**src/rtl/gamedata_pkg.sv**
```systemverilog
// Shared definitions for the stage-driven pattern generator: FSM states,
// default LFSR constants and small width/step helpers.
package gamedata_pkg;

  typedef enum logic [1:0] {
    ST_IDLE = 2'd0,
    ST_GEN  = 2'd1,
    ST_HOLD = 2'd2
  } state_t;

  localparam logic [7:0] DEFAULT_SEED = 8'hA5;
  localparam logic [7:0] DEFAULT_TAPS = 8'hB8;

  // Width of an index into n items, never below one bit.
  function automatic int id_width(input int n);
    return (n <= 1) ? 1 : $clog2(n);
  endfunction

  // One Galois step, evaluated at 16 bits; narrower LFSRs zero-extend in and truncate out.
  function automatic logic [15:0] lfsr_step(input logic [15:0] v, input logic [15:0] taps);
    return v[0] ? ((v >> 1) ^ taps) : (v >> 1);
  endfunction

endpackage

```
**src/rtl/gamedata_lfsr.sv**
```systemverilog
// Galois LFSR register: load has priority over step; the owner drives load during reset.
module gamedata_lfsr
  import gamedata_pkg::*;
#(
  parameter int                LFSR_W = 8,
  parameter logic [LFSR_W-1:0] TAPS   = LFSR_W'(DEFAULT_TAPS)
) (
  input  logic              clk,
  input  logic              load,
  input  logic [LFSR_W-1:0] load_val,
  input  logic              step,
  output logic [LFSR_W-1:0] q
);

  always_ff @(posedge clk) begin
    if (load) begin
      q <= load_val;
    end else if (step) begin
      q <= LFSR_W'(lfsr_step(16'(q), 16'(TAPS)));
    end
  end

endmodule

```
**src/rtl/gamedata_gen.sv**
```systemverilog
// Per-stage pattern generator: the highest newly requested stage reseeds the LFSR
// and fills min(stage+1, NUM_SYM) symbol slots, one per cycle, then holds them.
module gamedata_gen
  import gamedata_pkg::*;
#(
  parameter int                NUM_STAGES = 3,
  parameter int                NUM_SYM    = 3,
  parameter int                SYM_W      = 2,
  parameter int                LFSR_W     = 8,
  parameter logic [LFSR_W-1:0] TAPS       = LFSR_W'(DEFAULT_TAPS),
  parameter logic [LFSR_W-1:0] SEED       = LFSR_W'(DEFAULT_SEED),
  localparam int               ID_W       = id_width(NUM_STAGES)
) (
  input  logic                     clk,
  input  logic                     rstgame,
  input  logic [NUM_STAGES-1:0]    stage_req,
  output logic [NUM_SYM*SYM_W-1:0] data,
  output logic                     data_valid,
  output logic [ID_W-1:0]          stage_id,
  output logic                     busy
);

  localparam int CNT_W = id_width(NUM_SYM + 1);

  state_t            state_reg, state_next;
  logic [ID_W-1:0]   stage_id_reg, stage_id_next;
  logic              started_reg, started_next;
  logic [CNT_W-1:0]  sym_cnt_reg, sym_cnt_next;
  logic              data_valid_reg, data_valid_next;

  logic [ID_W-1:0]   target;
  logic              target_ok;
  logic [LFSR_W-1:0] seed_mix;
  int                active_slots;
  logic              last_slot;
  logic              clear_data, write_slot;
  logic              lfsr_load, lfsr_step_en;
  logic [LFSR_W-1:0] lfsr_load_val, lfsr_q;
  logic [SYM_W-1:0]  slot_new;

  gamedata_lfsr #(.LFSR_W(LFSR_W), .TAPS(TAPS)) u_lfsr (
    .clk      (clk),
    .load     (lfsr_load),
    .load_val (lfsr_load_val),
    .step     (lfsr_step_en),
    .q        (lfsr_q)
  );

  // Slot takes the value the LFSR is about to hold after this step.
  assign slot_new = SYM_W'(lfsr_step(16'(lfsr_q), 16'(TAPS)));

  always_comb begin
    target = '0;
    for (int k = 0; k < NUM_STAGES; k++) begin
      if (stage_req[k]) target = ID_W'(k);
    end
    target_ok = (|stage_req) && (!started_reg || (target > stage_id_reg));
    seed_mix  = SEED ^ LFSR_W'(target);
    if (seed_mix == '0) seed_mix = LFSR_W'(1);
    active_slots = (int'(stage_id_reg) + 1 < NUM_SYM) ? int'(stage_id_reg) + 1 : NUM_SYM;
    last_slot    = (int'(sym_cnt_reg) + 1 >= active_slots);
  end

  always_comb begin
    state_next      = state_reg;
    stage_id_next   = stage_id_reg;
    started_next    = started_reg;
    sym_cnt_next    = sym_cnt_reg;
    data_valid_next = data_valid_reg;
    clear_data      = 1'b0;
    write_slot      = 1'b0;
    lfsr_load       = 1'b0;
    lfsr_load_val   = seed_mix;
    lfsr_step_en    = 1'b0;
    case (state_reg)
      ST_IDLE, ST_HOLD: begin
        if (target_ok) begin
          state_next      = ST_GEN;
          stage_id_next   = target;
          started_next    = 1'b1;
          sym_cnt_next    = '0;
          data_valid_next = 1'b0;
          clear_data      = 1'b1;
          lfsr_load       = 1'b1;
        end
      end
      ST_GEN: begin
        lfsr_step_en = 1'b1;
        write_slot   = 1'b1;
        sym_cnt_next = sym_cnt_reg + CNT_W'(1);
        if (last_slot) begin
          state_next      = ST_HOLD;
          data_valid_next = 1'b1;
        end
      end
      default: state_next = ST_IDLE;
    endcase
    // The LFSR has no reset of its own; reseed it with the base seed instead.
    if (rstgame) begin
      lfsr_load     = 1'b1;
      lfsr_load_val = SEED;
    end
  end

  always_ff @(posedge clk) begin
    if (rstgame) begin
      state_reg      <= ST_IDLE;
      stage_id_reg   <= '0;
      started_reg    <= 1'b0;
      sym_cnt_reg    <= '0;
      data_valid_reg <= 1'b0;
    end else begin
      state_reg      <= state_next;
      stage_id_reg   <= stage_id_next;
      started_reg    <= started_next;
      sym_cnt_reg    <= sym_cnt_next;
      data_valid_reg <= data_valid_next;
    end
  end

  for (genvar gi = 0; gi < NUM_SYM; gi++) begin : g_slot
    logic [SYM_W-1:0] slot_reg;
    always_ff @(posedge clk) begin
      if (rstgame || clear_data) begin
        slot_reg <= '0;
      end else if (write_slot && (sym_cnt_reg == CNT_W'(gi))) begin
        slot_reg <= slot_new;
      end
    end
    assign data[gi*SYM_W +: SYM_W] = slot_reg;
  end

  assign data_valid = data_valid_reg;
  assign stage_id   = stage_id_reg;
  assign busy       = (state_reg == ST_GEN);

endmodule

```
**config.mk**
```make
export PLATFORM = sky130hd
export DESIGN_NAME = gamedata_gen
export DESIGN_NICKNAME = d
export VERILOG_FILES = /design/src/rtl/gamedata_pkg.sv /design/src/rtl/gamedata_lfsr.sv /design/src/rtl/gamedata_gen.sv
export SDC_FILE = /design/constraint.sdc
export NUM_CORES = 1
export LEC_CHECK = 0
export ABC_CLOCK_PERIOD_IN_PS = 2470
export CAP_MARGIN = 5
export CORE_MARGIN = 4
export CORE_UTILIZATION = 40
export CTS_CLUSTER_SIZE = 24
export DETAILED_ROUTE_END_ITERATION = 10
export GPL_ROUTABILITY_DRIVEN = 0
export GPL_TIMING_DRIVEN = 0
export PLACE_DENSITY_LB_ADDON = 0.05
export SYNTH_ARGS = -nofsm -noshare
export SYNTH_HDL_FRONTEND = slang
export SYNTH_SLANG_ARGS = --single-unit
export TNS_END_PERCENT = 50
```
**constraint.sdc**
```tcl
create_clock -name clk -period 2.47 [get_ports clk]
set_input_delay 0.3705 -clock clk [delete_from_list [all_inputs] [get_ports clk]]
set_output_delay 0.3705 -clock clk [all_outputs]
set_load 0.03 [all_outputs]
```
# After elaboration in Yosys (flattened, before gate mapping)
# Index checks and enable logic that the tools add are counted.
# Widths: inputs -> output; s select.
[op_classes] addsub=3 magnitude_cmp=3 n_eq_ne=6 muxes=20 bitwise_logic=2 n_reduce_logical=18
[ops] cell="$mux 8" count=5
[ops] cell="$lt 32x3->1 const B" count=1
[ops] cell="$logic_not 8->1" count=1
[ops] cell="$mux 2" count=4
[ops] cell="$pmux 2 s2" count=2
[ops] cell="$mux 1" count=7
[ops] cell="$add 2x1->3 const B" count=2
[ops] cell="$reduce_and 2->1" count=3
[ops] cell="$eq 2x1->1 const B" count=2
[ops] cell="$eq 2x2->1 const B" count=2
[ops] cell="$logic_and 1x1->1" count=4
[ops] cell="$logic_not 2->1" count=2
[ops] cell="$not 1->4" count=1
[ops] cell="$not 3->4" count=1
[ops] cell="$reduce_bool 2->1" count=2
[ops] cell="$ge 3x3->1" count=1
[ops] cell="$mux 3" count=1
[ops] cell="$reduce_and 3->1" count=1
[ops] cell="$reduce_or 3->1" count=1
[ops] cell="$add 2x1->2 const B" count=1
[ops] cell="$gt 2x2->1" count=1
[ops] cell="$logic_or 1x1->1" count=2
[ops] cell="$ne 2x1->1 const B" count=1
[ops] cell="$ne 2x2->1 const B" count=1
[ops] cell="3 further kinds" count=3
[word_totals] reg_bits=22 inputBits=5 out_inout_bits=10

# Depth between registers and ports, before layout
# Gate-level depths: netlist (run 1).
[depth] depth_word=9 depth_mapped=8

# By module
# Synthesis (run 1) repeated with hierarchy kept, for this count alone.
[unflattened] cells_unflattened=104 area_unflattened_um2=1126.1
[by_module_without_submodules] module="gamedata_gen" instances=1 cells_per_inst=80 area_per_inst_um2=748.2 seq_area_each_um2=280.3
[by_module_without_submodules] module="gamedata_lfsr" instances=1 cells_per_inst=24 area_per_inst_um2=377.9 seq_area_each_um2=240.2

# Worst setup path before layout (run 1)
# No wires, ideal clock.
[synth_path] kind="reg2reg" startpoint="register stage_id_reg[1] (netlist: stage_id[1])" endpoint="register u_lfsr.q[0] (enable)" setup_ps=334 arrival_ps=1758 t_required_ps=2136 setup_slack_ps=378 stages_incl_launch_ff=8 cell_sequence="dfxtp_1 -> inv_1 -> ha_1 -> nor2b_1 -> o31ai_4 -> o21bai_2 -> buf_6 -> nand2b_1"
[synth_via] elab_chain_cells=7
[synth_rtl] element="start: declaration" line_no="gamedata_gen.sv:26" rtl="logic [ID_W-1:0] stage_id_reg, stage_id_next;"
[synth_rtl] element="start signal: assignment" line_no="gamedata_gen.sv:114" rtl="stage_id_reg <= stage_id_next;"
[synth_rtl] element="$gt 2x2->1" line_no="gamedata_gen.sv:57" rtl="target_ok = (|stage_req) && (!started_reg || (target > stage_id_reg));"
[synth_rtl] element="$logic_or 1x1->1" line_no="gamedata_gen.sv:57"
[synth_rtl] element="$logic_and 1x1->1" line_no="gamedata_gen.sv:57"
[synth_rtl] element="$mux 1" line_no="gamedata_gen.sv:77" rtl="if (target_ok) begin"
[synth_rtl] element="$mux 1" line_no="gamedata_gen.sv:75" rtl="case (state_reg)"
[synth_rtl] element="$mux 1" line_no="gamedata_gen.sv:99" rtl="if (rstgame) begin"
[synth_rtl] element="$reduce_bool 2->1 (no line)"
[synth_rtl] element="end signal: assignment" line_no="gamedata_lfsr.sv:17" rtl="q <= load_val;"
[synth_rtl] element="end signal: assignment" line_no="gamedata_lfsr.sv:19" rtl="q <= LFSR_W'(lfsr_step(16'(q), 16'(TAPS)));"
[synth_rtl] element="end: declaration" line_no="gamedata_lfsr.sv:12" rtl="output logic [LFSR_W-1:0] q"
# No other way between the ends.
# A chain may end at the register's enable or synchronous reset.

# Worst setup path after layout (run 1)
[layout_path] startpoint="register state_reg[1]" endpoint="output busy"
[layout_via] elab_chain_cells=1
[layout_rtl] element="start: declaration" line_no="gamedata_gen.sv:25" rtl="state_t state_reg, state_next;"
[layout_rtl] element="start signal: assignment" line_no="gamedata_gen.sv:113" rtl="state_reg <= state_next;"
[layout_rtl] element="$eq 2x1->1" line_no="gamedata_gen.sv:135" rtl="assign busy = (state_reg == ST_GEN);"
[layout_rtl] element="end: declaration" line_no="gamedata_gen.sv:20" rtl="output logic busy"
# No other way between the ends.

==> results of run 1 <==
==> final cells by class <==
type / count / area (sq um) / share of cell area, %
plain buffers: 3 / 21.3 / 1.65
clock buffers: 3 / 22.5 / 1.74
clock inverters: 1 / 30.0 / 2.32
inverters: 11 / 41.3 / 3.19
multi-input cells: 67 / 479 / 37.1
flip-flops and latches: 22 / 520 / 40.3
well taps: 30 / 37.5 / 2.90
repair buffers: 14 / 140 / 10.8
==> per-stage QoR <==
stage                     utilization (%)  setup WS, ns
final                                51.7         0.149
after global routing                 51.7        0.0372
after CTS                            51.6        0.0443
after detailed placement             49.5        -0.302
after global placement               49.5        -0.277
after floorplan                         -         0.378
==> worst max-delay path: cells and delay by family (launching register included) <==
kind | cells | cell delay (ns)
and+or+nand+nor | 1 | 0.22
DFF | 1 | 0.32
buffers and inverters | 3 | 1.09
==> power by group through the flow <==
stage,clock network [mW],registers (mW),logic [mW]
2_1_floorplan,0,0.533,0.227
3_3_place_gp,0,0.520,0.339
3_5_place_dp,0,0.520,0.342
4_1_cts,0.285,0.512,0.343
5_1_grt,0.297,0.523,0.382
6_report,0.275,0.511,0.340
==> cells by family (layout without fill, tap and decap cells) <==
logic type	after synthesis	after routing	synth area share [%]
buffers and inverters	14	32	5.90
xor gates and xnor gates	4	4	3.31
and+or+nand+nor	36	36	17.4
AOI/OAI and AO/OA	19	19	14.2
adders and majority gates	8	8	10.2
DFF	22	22	49.1
==> placed cells by master, fill, tap and decap left out, drive strengths merged, types with 2 or more instances in the layout <==
cell,synthesis,layout
ha,7,7
edfxtp,8,8
nand2b,4,4
clkdlybuf4s50,0,14
or2,3,3
a21oi,7,7
nand2,10,10
inv,11,11
dfxtp,14,14
nor2b,2,2
o2bb2ai,3,3
buf,3,3
xnor2,4,4
nor3,2,2
nor2,6,6
nand3,7,7
clkbuf,0,3
o31ai,3,3
==> worst min path at each step <==
stage,from,endpoint,slack [ns],cells after the start
6_report,g_slot[1].slot_reg[0]$_SDFFE_PP0P_,g_slot[1].slot_reg[0]$_SDFFE_PP0P_,0.46,2
5_1_grt,g_slot[0].slot_reg[1]$_SDFFE_PP0P_,g_slot[0].slot_reg[1]$_SDFFE_PP0P_,0.48,2
4_1_cts,g_slot[1].slot_reg[0]$_SDFFE_PP0P_,g_slot[1].slot_reg[0]$_SDFFE_PP0P_,0.47,2
3_5_place_dp,g_slot[1].slot_reg[0]$_SDFFE_PP0P_,g_slot[1].slot_reg[0]$_SDFFE_PP0P_,0.45,2
3_3_place_gp,g_slot[0].slot_reg[1]$_SDFFE_PP0P_,g_slot[0].slot_reg[1]$_SDFFE_PP0P_,0.44,2
2_1_floorplan,rstgame,started_reg$_SDFFE_PP0P_,0.44,1
==> metal layers <==
metal  GRT usage [%]  part of all wire [%]  up-vias
met1            15.6                    49      341
li1                -                     -      385
met4            2.91                  0.82        0
met3            3.92                   5.0        2
met5               0                     0        -
met2            18.4                    45       13
==> run summary, run 1 <==
HP Class = flip-flop to flip-flop
Crit path max fanout = 10
Power, Total = 1.13 mW
Number of synthesized flops with an enable pin = 8
Initial core utilization = 42.4%
Post_cts resized = 0
Yosys top cell area share = 26.4%
Clock skew = 0.00364 ns
Clock latency on the worst-skew pair = 0.31 ns
Fmax = 0.431 GHz
Antenna violations before repair = 0
Die X = 59.5 um
Sequential share of power = 45.4%
Area leader, netlist = dfxtp_1
Placed Cells incl. Taps = 147
Root Buffer = clkbuf_4
Comb pwr share = 30.2%
Final Hold Fails = 0
I/O pin cnt = 15
Post-CTS Setup Bufs = 0
Post-Syn Area = 0.00106 sq mm
Die ar. = 0.00354 sq mm
Switching Share = 31.5%
FF-to-FF path depth = 7
# fillers = 239
CTS H-tree depth = 1
CTS tree = yes
Setup violations, final = 0
Total wire length = 1830 um
Inserted Diodes = 0
Post-CTS Hold Buffers = 0
Maximum vdd drop = 608 uV
Cts bufs inserted = 3
Critical-path top delay cell = clkdlybuf4s50_1
Final Hold Slack = 0.463 ns
Initial DRT Pass Iterations = 4
List of most frequent post-synthesis cells = 14 x dfxtp_1, 10 x inv_1, 10 x nand2_1, 8 x edfxtp_1
HPWL Detailed = 1360 um
Post-synth top flop = dfxtp_1
Lkg Pwr = 0.478 nW
Total gr overflow = 0
Nets = 135
Total GRT Usage = 11.8%
Clock buffer depth = 2
RSZ-0062 raised after global routing = false
Distinct cells, synth = 31
Outcome = complete, no violations
Cell area power density = 872 mW/mm^2
Largest stage delay, worst path = 0.70 ns
Mapped Cells = 103
Largest net degree at the start of global routing = 14
Worst slew pin tran = 0.355 ns
Global-route wire length before repair = 3050 um
Worst-path cell chain = nand2b_1, inv_1, buf_2, clkdlybuf4s50_1
Routed Antenna Nets = 0
Worst Setup End Kind = output pin
Area Overhead vs Synth = 22.0%
Fin crit period = 2.32 ns
1st-iter DRT viols = 12
Core Region = 0.00250 sq mm
Number of synthesized register bits = 22
Internal power = 772 uW
Die Y = 59.5 um
Slew Limit Fails = 0
RR Endpoint = u_lfsr.q[5]$_SDFFCE_PP1P_
Vias post-DR = 741
Clock Sinks = 22
Period utilisation layout = 94.0%
Worst reg2reg path startpoint = stage_id[1]$_SDFFE_PP0P_
Vias in the first global route = 667
Max-cap violation count = 0
Clk pin slew, worst setup/hold paths = 0.12 ns
Critical Path Source = state_reg[1]$_SDFFE_PP0P_
Avg Cell Area, Syn = 10.3 sq um
Synth warn = 0
Worst Setup Start Kind = flip-flop
Switch Pwr = 355 uW
Reg2reg setup slack = 0.57 ns
Drt drc = 0
Layout Cells excl Fill = 151
Post-synthesis net count = 116
CP Class = flip-flop to output pin
Async set-reset flop share out of synthesis = 0%
Max reg flops = 8
Drt wl/cell = 12.1 um
Sequential fraction of the synthesis area = 49.1%
Cell Rows = 18
Final non-filler cell area = 0.00129 sq mm
WP data required = 2.10 ns
Port bufs = 14
Layout cell share with drive strength beyond 1 = 11.6%
Slew HR = 76.2%
DR vias/cell = 4.91
Count leader, synth = dfxtp_1
Arrival time worst endpoint = 1.95 ns
Clock power frac = 24.4%
Worst setup endpoint = busy
Post-DP Area = 0.00124 sq mm
Area contributors post-synth = dfxtp_1 26%, edfxtp_1 23%, ha_1 8.3%
Setup TNS = 0 ns
No activity file was read; power rests on OpenSTA's default activity.
==> run 2, diff against run 1 <==
--- a/config.mk
+++ b/config.mk
@@ -11,7 +11,7 @@
 export CORE_UTILIZATION = 40
 export CTS_CLUSTER_SIZE = 24
 export DETAILED_ROUTE_END_ITERATION = 10
-export GPL_ROUTABILITY_DRIVEN = 0
+export GPL_ROUTABILITY_DRIVEN = 1
 export GPL_TIMING_DRIVEN = 0
 export PLACE_DENSITY_LB_ADDON = 0.05
 export SYNTH_ARGS = -nofsm -noshare
==> results of run 2 <==
No change in the layout: final DEF, timing and power equal those of run 1.
